$ cat src/rtl/alu_exec_pkg.sv
// Shared types and constants for the ALU execute-stage controller: FSM state
// encoding, ALU opcodes and instruction field positions.
package alu_exec_pkg;

    typedef enum logic [1:0] {
        IDLE,
        READ,
        EXEC,
        WB
    } exec_state_t;

    localparam logic [2:0] OP_NEG  = 3'b000;
    localparam logic [2:0] OP_INC  = 3'b001;
    localparam logic [2:0] OP_ADD  = 3'b010;
    localparam logic [2:0] OP_SUB  = 3'b011;
    localparam logic [2:0] OP_AND  = 3'b100;
    localparam logic [2:0] OP_OR   = 3'b101;
    localparam logic [2:0] OP_PACK = 3'b110;
    localparam logic [2:0] OP_NOP  = 3'b111;

    localparam int OPC_MSB = 15;
    localparam int RD_MSB  = 12;
    localparam int RS_MSB  = 9;
    localparam int CIN_BIT = 6;

endpackage

$ cat src/rtl/alu_exec_regfile.sv
// Register file for the execute stage: two combinational read ports, one
// synchronous write port. Build option ALU_EXEC_R0_ZERO_EN hardwires r0 to 0.
module alu_exec_regfile #(
    parameter int DATA_W = 16,
    parameter int REG_N  = 8,
    parameter int ADDR_W = $clog2(REG_N)
) (
    input  logic              clk_i,
    input  logic              rst_i,
    input  logic              wrEn_i,
    input  logic [ADDR_W-1:0] wrAddr_i,
    input  logic [DATA_W-1:0] wrData_i,
    input  logic [ADDR_W-1:0] rdAddrA_i,
    output logic [DATA_W-1:0] rdDataA_o,
    input  logic [ADDR_W-1:0] rdAddrB_i,
    output logic [DATA_W-1:0] rdDataB_o
);

    logic [DATA_W-1:0] mem_q [REG_N];
    logic              wrAllowed;

`ifdef ALU_EXEC_R0_ZERO_EN
    // r0 keeps its storage but is masked on both sides, so it always reads 0.
    assign wrAllowed = wrEn_i && (wrAddr_i != '0);
    assign rdDataA_o = (rdAddrA_i == '0) ? '0 : mem_q[rdAddrA_i];
    assign rdDataB_o = (rdAddrB_i == '0) ? '0 : mem_q[rdAddrB_i];
`else
    assign wrAllowed = wrEn_i;
    assign rdDataA_o = mem_q[rdAddrA_i];
    assign rdDataB_o = mem_q[rdAddrB_i];
`endif

    always_ff @(posedge clk_i) begin
        if (rst_i) begin
            for (int i = 0; i < REG_N; i++) begin
                mem_q[i] <= '0;
            end
        end else if (wrAllowed) begin
            mem_q[wrAddr_i] <= wrData_i;
        end
    end

endmodule

$ cat src/rtl/alu_exec_ctrl.sv
// Multi-cycle execute stage feeding an external combinational ALU:
// IDLE -> READ -> EXEC -> WB. Optional build macro: ALU_EXEC_R0_ZERO_EN.
module alu_exec_ctrl
    import alu_exec_pkg::*;
#(
    parameter int DATA_W = 16,
    parameter int REG_N  = 8
) (
    input  logic                     clk_i,
    input  logic                     rst_i,
    input  logic                     start_i,
    input  logic [DATA_W-1:0]        instr_i,
    output logic                     busy_o,
    output logic                     done_o,
    input  logic                     extWrEn_i,
    input  logic [$clog2(REG_N)-1:0] extWrAddr_i,
    input  logic [DATA_W-1:0]        extWrData_i,
    output logic [DATA_W-1:0]        aluA_o,
    output logic [DATA_W-1:0]        aluB_o,
    output logic                     aluC_o,
    output logic [2:0]               aluOpc_o,
    input  logic [DATA_W-1:0]        aluW_i,
    input  logic                     aluZer_i,
    input  logic                     aluNeg_i,
    output logic [DATA_W-1:0]        result_o,
    output logic                     flagZ_o,
    output logic                     flagN_o
);

    localparam int ADDR_W = $clog2(REG_N);

    exec_state_t       state_q;
    logic [2:0]        opc_q;
    logic [ADDR_W-1:0] rd_q;
    logic [ADDR_W-1:0] rs_q;
    logic              cin_q;
    logic              busy_q;
    logic              done_q;
    logic [DATA_W-1:0] aluA_q;
    logic [DATA_W-1:0] aluB_q;
    logic              aluC_q;
    logic [2:0]        aluOpc_q;
    logic [DATA_W-1:0] result_q;
    logic              flagZ_q;
    logic              flagN_q;

    logic              wrEn_d;
    logic [ADDR_W-1:0] wrAddr_d;
    logic [DATA_W-1:0] wrData_d;
    logic [DATA_W-1:0] rdDataA;
    logic [DATA_W-1:0] rdDataB;
    logic [CIN_BIT-1:0] unusedInstrBits;

    assign unusedInstrBits = instr_i[CIN_BIT-1:0];

    // The single write port is shared: external writes own it in IDLE, writeback in WB.
    always_comb begin
        wrEn_d   = 1'b0;
        wrAddr_d = extWrAddr_i;
        wrData_d = extWrData_i;
        if (state_q == IDLE) begin
            wrEn_d = extWrEn_i;
        end else if (state_q == WB) begin
            wrEn_d   = (opc_q != OP_NOP);
            wrAddr_d = rd_q;
            wrData_d = result_q;
        end
    end

    alu_exec_regfile #(
        .DATA_W (DATA_W),
        .REG_N  (REG_N),
        .ADDR_W (ADDR_W)
    ) u_regfile (
        .clk_i     (clk_i),
        .rst_i     (rst_i),
        .wrEn_i    (wrEn_d),
        .wrAddr_i  (wrAddr_d),
        .wrData_i  (wrData_d),
        .rdAddrA_i (rd_q),
        .rdDataA_o (rdDataA),
        .rdAddrB_i (rs_q),
        .rdDataB_o (rdDataB)
    );

    always_ff @(posedge clk_i) begin
        if (rst_i) begin
            state_q  <= IDLE;
            opc_q    <= '0;
            rd_q     <= '0;
            rs_q     <= '0;
            cin_q    <= 1'b0;
            busy_q   <= 1'b0;
            done_q   <= 1'b0;
            aluA_q   <= '0;
            aluB_q   <= '0;
            aluC_q   <= 1'b0;
            aluOpc_q <= '0;
            result_q <= '0;
            flagZ_q  <= 1'b0;
            flagN_q  <= 1'b0;
        end else begin
            case (state_q)
                IDLE: begin
                    if (start_i) begin
                        opc_q   <= instr_i[OPC_MSB -: 3];
                        rd_q    <= instr_i[RD_MSB -: ADDR_W];
                        rs_q    <= instr_i[RS_MSB -: ADDR_W];
                        cin_q   <= instr_i[CIN_BIT];
                        busy_q  <= 1'b1;
                        state_q <= READ;
                    end
                end
                READ: begin
                    aluA_q   <= rdDataA;
                    aluB_q   <= rdDataB;
                    aluC_q   <= cin_q;
                    aluOpc_q <= opc_q;
                    state_q  <= EXEC;
                end
                EXEC: begin
                    // A NOP still walks the pipeline but leaves result and flags untouched.
                    if (opc_q != OP_NOP) begin
                        result_q <= aluW_i;
                        flagZ_q  <= aluZer_i;
                        flagN_q  <= aluNeg_i;
                    end
                    done_q  <= 1'b1;
                    state_q <= WB;
                end
                WB: begin
                    done_q  <= 1'b0;
                    busy_q  <= 1'b0;
                    state_q <= IDLE;
                end
                default: state_q <= IDLE;
            endcase
        end
    end

    assign busy_o   = busy_q;
    assign done_o   = done_q;
    assign aluA_o   = aluA_q;
    assign aluB_o   = aluB_q;
    assign aluC_o   = aluC_q;
    assign aluOpc_o = aluOpc_q;
    assign result_o = result_q;
    assign flagZ_o  = flagZ_q;
    assign flagN_o  = flagN_q;

endmodule

$ cat config.mk
export PLATFORM = sky130hd
export DESIGN_NAME = alu_exec_ctrl
export DESIGN_NICKNAME = d
export VERILOG_FILES = /design/src/rtl/alu_exec_pkg.sv /design/src/rtl/alu_exec_regfile.sv /design/src/rtl/alu_exec_ctrl.sv
export SDC_FILE = /design/constraint.sdc
export NUM_CORES = 1
export LEC_CHECK = 0
export ABC_AREA = 0
export ABC_CLOCK_PERIOD_IN_PS = 4300
export CAP_MARGIN = 20
export CORE_MARGIN = 2
export CORE_UTILIZATION = 56
export DETAILED_ROUTE_END_ITERATION = 7
export PLACE_DENSITY_LB_ADDON = 0.15
export SETUP_SLACK_MARGIN = 0.3
export SLEW_MARGIN = 20
export SYNTH_ARGS = -nofsm -noshare
export SYNTH_HDL_FRONTEND = slang
export SYNTH_SLANG_ARGS = --single-unit
export TNS_END_PERCENT = 100
$ cat constraint.sdc
create_clock -name clk_i -period 4.3 [get_ports clk_i]
set_clock_uncertainty 0.15 [all_clocks]
set_input_delay 1.075 -clock clk_i [delete_from_list [all_inputs] [get_ports clk_i]]
set_output_delay 1.075 -clock clk_i [all_outputs]
set_load 0.02 [all_outputs]
# Word-level counts from Yosys, hierarchy flattened
# Memories as Yosys holds them, arrays and structs flattened. A register that Yosys moved wholly into a read port is not among the register bits.
# Cells that the tools add are included.
totals:
  register_bits: 36
  latch_bits: 0
  ramBits: 128
  rom_bits: 0
  wordCells: 44
  memories: 1
op_classes:
  n_addsub: 0
  n_mul: 0
  div_mod_pow: 0
  n_lt_le_gt_ge: 0
  n_eq_ne: 5
  shift: 0
  n_mux: 19
  n_bitwise: 0
  n_reduce_logical: 7
mem_list:
  columns: ["name", "depth", "word_bits", "rd", "rd_ports_with_merged_regs", "write_ports", "line", "rtl"]
  rows:
  - ["u_regfile.mem_q", 8, 16, 2, 2, 8, "alu_exec_regfile.sv:19", "logic [DATA_W-1:0] mem_q [REG_N];"]
ops:
  columns: ["operator", "n"]
  rows:
  - ["$mux 16", 3]
  - ["$reduce_or 16->1", 1]
  - ["$mux 1", 9]
  - ["$mux 3", 3]
  - ["$pmux 2 s4", 1]
  - ["$reduce_and 2->1", 3]
  - ["$eq 2x2->1 const B", 2]
  - ["$pmux 1 s2", 2]
  - ["$reduce_bool 2->1", 2]
  - ["$ne 3x3->1 const B", 1]
  - ["$eq 2x1->1 const B", 1]
  - ["$logic_not 2->1", 1]
  - ["$mux 2", 1]
  - ["$ne 2x2->1 const B", 1]

# Logic depth before layout (Yosys ltp)
# Gate-level depths: netlist of run 1.
depth:
  word_depth: 8
  mapped_depth: 9
  mapped_depth_nobuf: 6

# Cells and area by module
# From an unflattened synthesis of run 1, not the netlist that was laid out.
unflattened:
  cells_unflattened: 725
  area_unflattened_um2: 9918.3
modules_own_cells:
  columns: ["module", "instances", "cells_per_inst", "area_each_um2", "seq_area_each_um2"]
  rows:
  - ["alu_exec_regfile", 1, 430, 6916.6, 3843.7]
  - ["alu_exec_ctrl", 1, 295, 3001.6, 1361.3]

# Least setup slack after synthesis of run 1
# OpenSTA, ideal clock, no wires.
synth_path:
  kind: "input port to flip-flop"
  from: "input port extWrAddr_i[2]"
  to: "memory u_regfile.mem_q[2][0] (enable)"
  setup_ns: 0.411
  arrival_time_ns: 2.879
  slack_ns: 0.860
  cell_stages: 4
  n_path_buf: 1
  cell_sequence: "mux2i_4 -> nand2_2 -> buf_2 -> o21ai_0"
synth_lines:
  columns: ["item", "line", "rtl"]
  rows:
  - ["start, declared", "alu_exec_ctrl.sv:16", "input logic [$clog2(REG_N)-1:0] extWrAddr_i,"]
  - ["end, declared", "alu_exec_regfile.sv:19", null]

==> results of run 1 <==
[stage by stage]
step,cell area [µm²],setup WS (ns)
5_1_grt,11200,1.07
4_1_cts,11200,1.29
3_3_place_gp,10600,0.978
6_report,11200,1.18
3_5_place_dp,10600,0.856
2_1_floorplan,9440,0.860
[sequential cells by signal, indices dropped and copies added, names as in the netlist]
signal / cells
cin_q: 1
busy_o: 1
u_regfile.mem_q: 128
aluA_o: 16
state_q: 2
aluC_o: 1
rs_q: 3
result_o: 16
aluB_o: 16
rd_q: 3
done_o: 1
aluOpc_o: 3
opc_q: 3
flagN_o: 1
flagZ_o: 1
[worst min-delay path by stage]
stage | start | end | slack, ns | depth (start not counted)
after floorplan | cin_q$_SDFFE_PP0P_ | cin_q$_SDFFE_PP0P_ | 0.29 | 2
after global placement | flagZ_o$_SDFFE_PP0P_ | flagZ_o$_SDFFE_PP0P_ | 0.30 | 2
after detailed placement | flagZ_o$_SDFFE_PP0P_ | flagZ_o$_SDFFE_PP0P_ | 0.31 | 2
after CTS | flagZ_o$_SDFFE_PP0P_ | flagZ_o$_SDFFE_PP0P_ | 0.32 | 2
after global routing | flagN_o$_SDFFE_PP0P_ | flagN_o$_SDFFE_PP0P_ | 0.34 | 2
final | flagZ_o$_SDFFE_PP0P_ | flagZ_o$_SDFFE_PP0P_ | 0.32 | 2
[cell usage in the layout (no fill, tap or decap), drive strengths merged, types with 29 or more instances in the layout]
cell type      netlist  layout
nor2               137     137
edfxtp             128     128
clkdlybuf4s50        0     105
mux2i               86      86
dfxtp               68      68
mux2                65      65
nand2               64      64
a211oi              35      35
nor3                32      32
a21oi               29      29
[worst max-delay path, delay by kind of cell, from the launching register on]
| family | cells | cell delay [ns] |
|---|---|---|
| AO/OA/AOI/OAI | 2 | 0.84 |
| AND/OR/NAND/NOR | 2 | 0.58 |
| flip-flops | 1 | 0.46 |
| buffers and inverters | 2 | 0.42 |
| adder cells (fa/ha/maj) | 1 | 0.34 |
[logic make-up (layout without fill, tap and decap cells)]
family	Yosys count	after routing	synth area share, %
adders and majority gates	5	5	0.663
buffers and inverters	65	159	3.84
muxes	151	151	17.0
and+or+nand+nor	254	254	12.2
DFF	196	196	55.1
AOI/OAI and AO/OA	143	143	11.2
[per-layer routing]
layer / routed length, µm / vias to the layer above / global-route usage [%]
li1: - / 3186 / -
met1: 9660 / 3257 / 35.0
met2: 10900 / 277 / 43.4
met3: 2140 / 35 / 6.84
met4: 351 / 0 / 8.16
met5: 0 / - / 0
[cell type report]
class	instances	area (µm²)	share of cell area (%)
Clock buffer	18	429	3.84
Timing Repair Buffer	124	1190	10.7
Clock inverter	14	151	1.36
Sequential cell	196	5210	46.6
Multi-Input combinational cell	553	3910	35.0
Inverter	3	11.3	0.101
Tap cell	220	275	2.46
[power by group through the flow]
stage / registers (W) / clock network, W / logic (W)
after floorplan: 0.00271 / 0 / 0.00119
after global placement: 0.00250 / 0 / 0.00202
after detailed placement: 0.00253 / 0 / 0.00208
after CTS: 0.00249 / 0.00157 / 0.00209
after global routing: 0.00253 / 0.00165 / 0.00226
final: 0.00249 / 0.00157 / 0.00210
==> results.txt, run 1 <==
The run finished with clean final reports. The number of violations reported at the end of detailed-routing iteration 0 is 623. The global-route wire length before repair is about 36000 µm. The critical path ends at u_regfile.mem_q[5][4]$_SDFFCE_PN0P_.

The signal arrival time at the worst endpoint is 3.08 ns. The number of buffers created by CTS came out at 17. The overall fraction of global-route tracks in use is 26.5%. The post-CTS setup buffer count came out at 0. Summed over all failing endpoints, the final setup total negative slack is 0 ns. Per report_power, the sequential group accounts for between 40% and 50% of the total.

The biggest cell delay along the critical path is between 0.5 and 0.6 ns. After synthesis, the netlist uses 44 different library cells. The total via count after detailed routing is 6755.

The latest clock arrival within the worst-skew pair is ~0.44 ns. The TritonCTS sink count is 196. The maximum number of pins on one net before global-route repair is just under 70. The quantity of I/O buffers inserted on ports is 106. The cts-stage hold buffer count came out at 0.

The DRC violation count after routing is 0. The share of the yosys chip area belonging to registers is 55.1%. The floorplan step set the die width to 134 µm. After detailed placement, the design holds a cell count of 1096. The clock tree from TritonCTS is done. The maximum level of the CTS H-tree came out at 4. The placer's final routability congestion estimate is approximately 0.85. The floorplan has 47 rows. The final layout contains 957 nets. In the final layout, the share of cells above drive strength 1 is approximately 15%.

The part of the cycle the worst path needs is between 70 and 80%. The height of the die came out at 134 µm. The number of antenna diodes came out at 0. The source of the worst register-to-register timing path is state_q[0]$_SDFFE_PP0P_. The first TritonRoute pass finished after 6 iterations.

The async set-or-reset flop fraction in the synthesized netlist came out at 0%. The biggest fanout along the worst timing path is 16. Once the clock tree was built, the resizer swapped 0 gates to a different size. The maximum operating frequency came out at 0.321 GHz. Counting flops and latches in the post-synthesis netlist gives 196.

The worst setup path is launched from a flop. The signal on the critical path passes through inv_1 -> ha_1 -> and2b_1 -> a22o_1 -> nand2b_1 -> o31ai_2 -> buf_4. The average wire length per cell after detail routing came out at 20.4 µm. The tree is rooted in a sky130_fd_sc_hd__clkbuf_16.

The static leakage came out at 3.98 nW. For the pin with the worst max-slew slack, the measured transition is 1.02 ns. The worst register-to-register path ends at u_regfile.mem_q[5][4]$_SDFFCE_PN0P_. The max capacitance violation total came out at 0. The total grt overflow is 0.

On the final layout, the worst hold slack is 0.318 ns. The area of the die came out at roughly 0.018 mm². The switching power is between 0.002 and 0.0025 W. The floorplan step defined a core boundary enclosing 0.0165 mm². The count of cells along the worst register-to-register path came out at 7. The critical path starts at state_q[0]$_SDFFE_PP0P_. The via count of the first global-routing pass came to 6758.

The number of standard cells in the final layout excluding fillers came out at between 1000 and 1500. Setup slack on the worst reg-to-reg path comes out at 1.18 ns. sky130_fd_sc_hd__nor2_1 is the most common cell in the netlist. Of the total power, the share spent switching nets is 33.8%. Once the floorplan was initialized, standard cells occupied 57.1% of the core.

The detailed placement HPWL is 15300 µm. The worst-case clock buffer depth came out at 2. The worst setup path is captured at a flop. The worst path required time is 4.26 ns.

The max-slew violation total from the final report came out at 0. The final setup violation count is 0. The average via count per standard cell is 5.99.

Summed over all instances, the cell type with the most area after synthesis is sky130_fd_sc_hd__edfxtp_1. The initial antenna violation count is 0. The mapped cell area is 0.00944 mm². The total power density per cell area came out at 551 mW/mm². The path type of the worst min-delay path is reg -> reg. The maximum ir drop on the vdd rail is between 0.3 and 0.4 mV. Setup repair after global routing left no endpoint under its margin. Yosys attributes the largest share of cell area to sky130_fd_sc_hd__edfxtp_1 41%, sky130_fd_sc_hd__dfxtp_1 14%, sky130_fd_sc_hd__mux2i_1 9.0%, sky130_fd_sc_hd__mux2_2 7.8%, sky130_fd_sc_hd__nor2_1 5.4%. The synthesized design contains roughly 130 enable-type register cells. The primary flip-flop cell chosen by synthesis mapping is sky130_fd_sc_hd__edfxtp_1. The average instance in the mapped netlist occupies 11.6 µm².

The minimum clock period is 3.12 ns. When the netlist entered floorplanning its net count stood at 876. The number of routed nets with antenna violations came out at 0. The critical path in this run is classified as reg -> reg.

Per report_power, the clock group accounts for 25.4% of the total. The total routed wirelength came out at 23000 µm. The final total power is 0.00615 W. The end-of-flow core utilization is roughly two thirds. The area share of the leading cell type in the synthesized netlist came out at 40.7%. The total of warnings raised by yosys came out at 0. The number of I/O pins came out at 113. The remaining max-slew budget at the tightest pin is 31.9%. The area added between synthesis and finish came out at 18.3%.

Among all stages on the critical path, the largest delay is contributed by sky130_fd_sc_hd__a22o_1. The total count of hold-check failures in the final report came out at 0. The layout filler cell count is 1208. The number of instances in the synthesized netlist came out at ~800. Internal power comes to between 0.004 and 0.005 W.

The proportion of power drawn by combinational gates came out at 34.1%. After synthesis, the most frequently instantiated cells are 135 x sky130_fd_sc_hd__nor2_1, 128 x sky130_fd_sc_hd__edfxtp_1, 85 x sky130_fd_sc_hd__mux2i_1, 68 x sky130_fd_sc_hd__dfxtp_1, 65 x sky130_fd_sc_hd__mux2_2. Clock-pin slew was measured on the worst setup and hold paths at about 0.070 ns.
(Power assumes the default switching activity.)
==> run 2: changes to the inputs <==
- ABC_CLOCK_PERIOD_IN_PS: 4300 -> 2700
- CORE_UTILIZATION: 56 -> 51
- clock period: 4.3 -> 2.7 ns (I/O delays scaled with it)
==> results.txt, run 2 (same netlist as run 1, synthesis figures left out) <==
The part of the cycle the worst path needs is 85.1% (+13 points). The number of I/O pins came out at 113 (unchanged). The number of antenna diodes is 0 (unchanged).

The flow ran to the end, but the final reports show violations. The area added between synthesis and finish is 23.7%. The number of flip-flops in the largest register came to 128 (unchanged). The total power density per cell area came out at 866 mW/mm² (+57%). The average via count per standard cell is 5.97 (-0.24%). The remaining max-slew budget at the tightest pin came out at 49.4% (+18 points).

The chip width is 140 µm (+4.6%). The number of routed nets with antenna violations is 0 (unchanged). The DRC violation count after routing is 5 (+5). The worst setup path is launched from a flop.

The initial standard-cell utilization of the core came out at 52.2% (-4.9 points). The quantity of I/O buffers inserted on ports is 106 (unchanged). The total via count after detailed routing is 6948 (+2.9%). The first-pass iteration count of the detailed router was 7 (+1). The maximum level of the CTS H-tree is 4 (unchanged). The average wire length per cell after detail routing is 20.7 µm (+1.4%). The maximum operating frequency is 0.435 GHz (+36%). The total routed wirelength came out at 24100 µm (+4.5%).

The via count of the first global-routing pass is 6908 (+2.2%). The number of buffers created by CTS is 17 (unchanged). The slew at the pin closest to its max-slew limit came out at 0.759 ns (-0.263 ns). u_regfile.mem_q holds more flip-flops than any other register. The checks that failed: design-rule violations. The maximum number of pins on one net before global-route repair is 66 (-4.3%). The total area of multi-input combinational cells was 0.00402 mm² (+3.0%).

The path class of the tightest hold or removal check is reg -> reg. The TritonCTS sink count came out at 196 (unchanged). The initial antenna violation count came to 0 (unchanged). The placer's final routability congestion estimate is 0.850 (-0.26%). The global-route wire length before repair is 37400 µm (+3.9%). The total grt overflow came out at 0 (unchanged). The sequential cell area is 0.00521 mm² (about the same). The minimum clock period came out at 2.30 ns (-0.820 ns). The latest clock arrival within the worst-skew pair came to 0.44 ns (about the same). The register clock-pin slew on the reported worst setup and hold paths is 0.07 ns (about the same). The cts-stage hold buffer count is 0 (unchanged). The maximum ir drop on the vdd rail is 0.589 mV (+90%). The library cell used most frequently in the layout, excluding fill and tap cells, is sky130_fd_sc_hd__nor2_1. The static leakage came out at 4.22 nW (+5.8%). The number of standard-cell rows in the floorplan came out at 49 (+4.3%). The final sum of negative setup slack was 0 ns (unchanged). The overall fraction of global-route tracks in use came to 24.8% (-1.7 points). TritonCTS built the clock tree. The max capacitance violation total came out at 0 (unchanged). The layout filler cell count is 1369 (+13%).

Leaving out fill and tap cells, the most frequent cells in the layout are 135 x sky130_fd_sc_hd__nor2_1, 128 x sky130_fd_sc_hd__edfxtp_1, 105 x sky130_fd_sc_hd__clkdlybuf4s50_1, 85 x sky130_fd_sc_hd__mux2i_1. The final setup violation count is 0 (unchanged). The net count reported at finish is 983 (+2.7%). The worst-case clock buffer depth is 2 (unchanged). The fraction of final layout cells with drive strength greater than 1 is 19.1% (+3.6 points). The number of violations reported at the end of detailed-routing iteration 0 is 736 (+18%). The startpoint-to-endpoint class of the critical path is reg -> reg. The signal arrival time at the worst endpoint is 2.29 ns (-0.79 ns).

The total count of hold-check failures in the final report was 0 (unchanged). The area of the die is 0.0196 mm² (+9.5%). The worst setup path is captured at a flop. The tree is rooted in a sky130_fd_sc_hd__clkbuf_16. Setup repair after global routing left no endpoint under its margin. The height of the die is 140 µm (+4.6%). The worst hold margin is 0.323 ns (+0.00502 ns). The biggest fanout along the worst timing path came out at 16 (unchanged).

The worst path required time is 2.69 ns (-1.57 ns). The max-slew violation total from the final report is 0 (unchanged). The placeable core area is 0.0181 mm² (+9.4%). The detailed placement HPWL was 16000 µm (+4.0%).
[run 2: power breakdown]
part	switching [W]	internal, W	total (W)	leakage [nW]
sequential	0.000280	0.00369	0.00397	1.89
clock	0.00111	0.00147	0.00258	0.301
combinational	0.00200	0.00157	0.00357	2.03
total	0.00338	0.00673	0.0101	4.22
[run 2: area by class of cell]
type	count	area share (%)
multi-input combinational	553	34.4
tap	229	2.45
timing repair buffer	150	13.2
clock inverter	8	0.729
clock buffer	24	4.50
inverter	3	0.0964
sequential	196	44.6
[run 2: repair_timing]
item,in CTS,in global routing
buffers inserted,0,0
gates resized for setup,0,3
setup endpoints to repair,0,138
[run 2: worst max-delay path: stages (launching register included)]
cell,delay (ns)
sky130_fd_sc_hd__dfxtp_2,0.35
sky130_fd_sc_hd__inv_2,0.09
sky130_fd_sc_hd__ha_4,0.20
sky130_fd_sc_hd__nand2b_4,0.19
sky130_fd_sc_hd__mux2i_4,0.50
sky130_fd_sc_hd__nand2_4,0.13
sky130_fd_sc_hd__o21ai_4,0.19
sky130_fd_sc_hd__buf_12,0.19
[run 2: final timing paths]
kind                                              start                              endpoint  slack, ns  cells after the start
worst max-delay path            state_q[1]$_SDFFE_PP0P_  u_regfile.mem_q[3][13]$_SDFFCE_PN0P_       0.40                      7
worst min-delay path               flagZ_o$_SDFFE_PP0P_                  flagZ_o$_SDFFE_PP0P_       0.32                      2
worst max register to register  state_q[1]$_SDFFE_PP0P_  u_regfile.mem_q[3][13]$_SDFFCE_PN0P_       0.40                      7
worst min register to register     flagZ_o$_SDFFE_PP0P_                  flagZ_o$_SDFFE_PP0P_       0.32                      2
[run 2: per-stage QoR]
| step | total power [W] | instances | utilization (%) | instance area, µm² | worst slack [ns] |
|---|---|---|---|---|---|
| finish | 0.0101 | 1163 | 64.6 | 11700 | 0.403 |
| global route | 0.0106 | 1163 | 64.6 | 11700 | 0.308 |
| CTS | 0.0101 | 1163 | 64.5 | 11700 | 0.311 |
| detailed placement | 0.00757 | 1131 | 61.1 | 11100 | 0.00169 |
| global placement | 0.00746 | 1131 | 61.1 | 11100 | 0.0593 |
| floorplan | 0.00629 | 814 | - | 9590 | 0.290 |
[run 2: per-layer routing]
metal | GRT usage (%) | wire length (µm) | vias to the layer above
met5 | 0 | 0 | -
met4 | 8.40 | 419 | 0
met3 | 5.20 | 2220 | 40
met2 | 39.6 | 11000 | 365
met1 | 34.1 | 10500 | 3304
li1 | - | - | 3239
